File: src/rtl/pipelined_adder.sv
// Pipelined ripple-carry adder/subtractor: the carry chain is cut into STAGES equal
// slices, one per register stage, with a valid/ready handshake and global stall.
module pipelined_adder #(
    parameter int WIDTH  = 8,
    parameter int STAGES = 2
) (
    input  logic             clk,
    input  logic             rst,
    input  logic [WIDTH-1:0] A,
    input  logic [WIDTH-1:0] B,
    input  logic             Ci,
    input  logic             Sub,
    input  logic             in_valid,
    output logic             in_ready,
    output logic [WIDTH-1:0] S,
    output logic             Co,
    output logic             Ov,
    output logic             out_valid,
    input  logic             out_ready
);

    localparam int SL   = WIDTH / STAGES;
    localparam int LAST = STAGES - 1;

    // Per-stage registers: operands (B already conditioned for subtract), partial sum, slice carry.
    logic [WIDTH-1:0] a_q [STAGES];
    logic [WIDTH-1:0] b_q [STAGES];
    logic [WIDTH-1:0] s_q [STAGES];
    logic             c_q [STAGES];
    logic             v_q [STAGES];
    logic             ov_q;

    logic [WIDTH-1:0] in_a  [STAGES];
    logic [WIDTH-1:0] in_b  [STAGES];
    logic [WIDTH-1:0] in_s  [STAGES];
    logic             in_c  [STAGES];
    logic             in_v  [STAGES];
    logic [WIDTH-1:0] nxt_s [STAGES];
    logic             nxt_c [STAGES];
    logic [SL:0]      slice_sum [STAGES];
    logic             nxt_ov;
    logic             stall;

    // NOTE: every signal driven here gets a value on every path, so no latches are inferred.
    always_comb begin
        stall = v_q[LAST] && !out_ready;

        in_a[0] = A;
        in_b[0] = Sub ? ~B : B;
        in_c[0] = Sub ? 1'b1 : Ci;
        in_s[0] = '0;
        in_v[0] = in_valid;
        for (int k = 1; k < STAGES; k++) begin
            in_a[k] = a_q[k-1];
            in_b[k] = b_q[k-1];
            in_c[k] = c_q[k-1];
            in_s[k] = s_q[k-1];
            in_v[k] = v_q[k-1];
        end

        for (int k = 0; k < STAGES; k++) begin
            slice_sum[k] = {1'b0, in_a[k][k*SL +: SL]} + {1'b0, in_b[k][k*SL +: SL]}
                         + (SL+1)'(in_c[k]);
            nxt_s[k]               = in_s[k];
            nxt_s[k][k*SL +: SL]   = slice_sum[k][SL-1:0];
            nxt_c[k]               = slice_sum[k][SL];
        end

        nxt_ov = (in_a[LAST][WIDTH-1] == in_b[LAST][WIDTH-1])
              && (nxt_s[LAST][WIDTH-1] != in_a[LAST][WIDTH-1]);
    end

    // Results only move on a valid slot, so bubbles leave S/Co/Ov at their last values.
    always_ff @(posedge clk) begin
        if (rst) begin
            for (int k = 0; k < STAGES; k++) begin
                v_q[k] <= 1'b0;
                s_q[k] <= '0;
                c_q[k] <= 1'b0;
            end
            ov_q <= 1'b0;
        end else if (!stall) begin
            for (int k = 0; k < STAGES; k++) begin
                v_q[k] <= in_v[k];
                if (in_v[k]) begin
                    s_q[k] <= nxt_s[k];
                    c_q[k] <= nxt_c[k];
                end
            end
            if (in_v[LAST]) ov_q <= nxt_ov;
        end
    end

    // NOTE: operand registers carry no reset; they are only consumed behind a set valid bit.
    always_ff @(posedge clk) begin
        if (!stall) begin
            for (int k = 0; k < STAGES; k++) begin
                if (in_v[k]) begin
                    a_q[k] <= in_a[k];
                    b_q[k] <= in_b[k];
                end
            end
        end
    end

    assign in_ready  = !stall;
    assign S         = s_q[LAST];
    assign Co        = c_q[LAST];
    assign Ov        = ov_q;
    assign out_valid = v_q[LAST];

endmodule
File: config.mk
export PLATFORM = sky130hd
export DESIGN_NAME = pipelined_adder
export DESIGN_NICKNAME = d
export VERILOG_FILES = /design/src/rtl/pipelined_adder.sv
export SDC_FILE = /design/constraint.sdc
export NUM_CORES = 1
export LEC_CHECK = 0
export CAP_MARGIN = 5
export CORE_MARGIN = 5
export CORE_UTILIZATION = 51
export DETAILED_ROUTE_END_ITERATION = 8
export PLACE_DENSITY = 0.83
export SLEW_MARGIN = 20
export SYNTH_ARGS = -nofsm -noshare
export SYNTH_HDL_FRONTEND = slang
export SYNTH_SLANG_ARGS = --single-unit
File: constraint.sdc
create_clock -name clk -period 4.1 [get_ports clk]
set_clock_uncertainty 0.2 [all_clocks]
set_input_delay 0.82 -clock clk [delete_from_list [all_inputs] [get_ports clk]]
set_output_delay 0.82 -clock clk [all_outputs]
set_load 0.03 [all_outputs]
==> impl_metrics.csv <==
group,metric,value,unit
drt,num_vias,857,
status,status,"completed",
floorplan,coreArea,0.00245,sq mm
timing,min_period,3.35,ns
timing,tightestPinTransition,0.440,ns
floorplan,die-area,0.00364,sq mm
drt,first_iter_violations,21,
synth,syn_nets,130,
final_layout,num_antenna_cells,0,
floorplan,io-pin-count,34,
timing,final.period_utilization,0.816,
final_layout,multi_input_area,513,sq um
critical_path,r2r_end,"s_q[0][3]",
final_layout,layout_commonest_cell,"clkdlybuf4s50_1",
synth,synth.ff_latch_count,25,
critical_path,cp-start-kind,"input port",
synth,ys_seq_area_frac,0.574,
hold_path,hold_class,"reg2reg",
critical_path,rr_worst_depth,4,
critical_path,worstPathRequired,3.08,ns
clocking,clk_pin_slew,0.13,ns
timing,slew_violations,0,
clocking,cts_tree,"built",
grt,grt_max_degree,15,
grt,grt_first_pass_wirelength,3600,um
critical_path,critPathKind,"in2out",
synth,ys_warn_count,0,
drt,ant_nets,0,
run,max-cap-violations,0,
synth,synthDistinctLibCells,30,
grt,grt_overflow_total,0,
drt,post_drt_wl_per_cell,13.7,um
critical_path,worst_setup_path_end_kind,"output port",
grt,first_global_vias,805,
floorplan,start_util,0.525,
clocking,htree_levels,1,
critical_path,rrSetupSlack,2.09,ns
floorplan,die_x,60.3,um
power_and_ir_drop,leakage,0.686,nW
clocking,clock-sinks,25,
floorplan,die_height,60.3,um
placement,dp_hpwl,1800,um
drt,routed_wl,2230,um
final_layout,final_cell_mix,"clkdlybuf4s50_1, edfxtp_1, xor2_1",
final_layout,final_nets,166,
drt,viasPerCell,5.26,
clocking,cts.path.max_buffers,2,
critical_path,r2r_start,"v_q[0][1]",
timing,fmax,0.299,GHz
power_and_ir_drop,peakVddDrop,279,uV
timing,hold_viol_final,0,
synth,syn_area,0.00129,sq mm
placement,placed_area,0.00165,sq mm
placement,io_buffers,33,
clocking,clk_latency,0.32,ns
grt,grt_usage,0.137,
final_layout,fillers,187,
critical_path,arrival,2.33,ns
timing,tns,0,ns
floorplan,rows,18,
final_layout,syn2layout_area_growth,30.1,%
synth,netlist_instances,98,
power_and_ir_drop,power_density,341,mW/mm^2
clocking,cts_resized,0,
synth,postSynthAreaPerCell,13.2,sq um
critical_path,cp-startpoint,"out_ready",
timing,maxSlewHeadroom,0.707,
final_layout,final_area,0.00168,sq mm
clocking,cts_buffers,3,
timing,setup_viol,0,
clocking,post_cts_buffers,0,
clocking,cts_hold_buffers,0,
drt,drc,0,
placement,place_congestion,0.863,
final_layout,final-seq-area,741,sq um
placement,dp_slack,0.758,ns
timing,rsz0062_at_grt,"false",
critical_path,worstPathMaxFanout,14,
timing,holdWs,0.361,ns
timing,setup_ws,0.753,ns
final_layout,layout-drive-gt1-share,0.0451,
grt,antenna_found_initial,0,
drt,drt_first_pass_iters,4,
critical_path,endpoint,"in_ready",
clocking,cts_root_buffer,"clkbuf_4",
## per-layer routing
metal  part of all wire  global-route usage
met1               0.39               0.151
met2               0.52               0.258
met3              0.071              0.0281
met4              0.016              0.0475
met5                  0                   0
## worst max-delay path, cell delays in order
cell and delay [ns]:
clkdlybuf4s50_1 0.40, nor2b_1 0.29, inv_2 0.18, clkdlybuf4s50_1 0.63
## state kept, by name (all words and copies together), names as in the netlist
register and cells:
s_q 12, b_q 4, v_q 2, c_q 2, Ov 1, a_q 4
## through the flow
step	total power, mW	util	instances
finish	0.572	0.683	163
global route	0.597	0.683	163
CTS	0.571	0.683	163
detailed placement	0.469	0.673	159
global placement	0.462	0.673	159
floorplan	0.409	-	98
## report_power, final
part           switching, mW  internal (mW)
Combinational         0.0763         0.0696
Sequential           0.00769          0.309
Clock                 0.0710         0.0380
## logic make-up (layout without fill, tap and decap cells)
kind of cell	after synthesis	count (layout)	synth area share
and+or+nand+nor	30	30	0.132
DFF	25	25	0.574
AOI/OAI and AO/OA	14	14	0.0766
adders and majority gates	10	10	0.120
xor gates and xnor gates	9	9	0.0611
buffers and inverters	9	44	0.0281
muxes	1	1	0.00776
## how the worst min path moves through the flow
stage                     slack [ns]  depth (start not counted)    endpoint      start
final                           0.36                          1  s_q[0][11]  s_q[0][3]
after global routing            0.37                          1   s_q[0][9]  s_q[0][1]
after CTS                       0.36                          1  s_q[0][11]  s_q[0][3]
after detailed placement        0.33                          1  s_q[0][11]  s_q[0][3]
after global placement          0.33                          1  s_q[0][11]  s_q[0][3]
after floorplan                 0.32                          1  s_q[0][10]  s_q[0][2]
## cell usage after synthesis
library cell   n  area [sq um]
o21ba_1        1          10.0
and2b_1        2          15.0
inv_2          1          3.75
a21oi_1        5          25.0
nand3b_1       1          7.51
xnor2_1        1          8.76
fa_1           4          80.1
nor2b_1        3          18.8
nand4_1        1          6.26
o21ai_0        2          10.0
ha_1           6          75.1
nand2_1        2          7.51
mux2i_1        1          10.0
xor2_1         8          70.1
dfxtp_1        1          20.0
inv_1          5          18.8
or3_1          1          6.26
nand2b_1       1          6.26
nor3_1         2          10.0
and3_1         7          43.8
a2111o_1       1          11.3
and2_1         1          6.26
nand3_1        3          15.0
nor2_1         4          15.0
o211ai_2       1          12.5
clkbuf_1       1          3.75
buf_2          2          10.0
a21o_1         4          30.0
or2_1          2          12.5
edfxtp_1      24           721
## area by class of cell
cell class              instances  area share
clock buffers                   4      0.0157
flip-flops and latches         25       0.441
repair buffers                 34       0.201
well taps                      30      0.0224
inverters                       6      0.0134
multi-input cells              64       0.306
(Power assumes the default switching activity.)
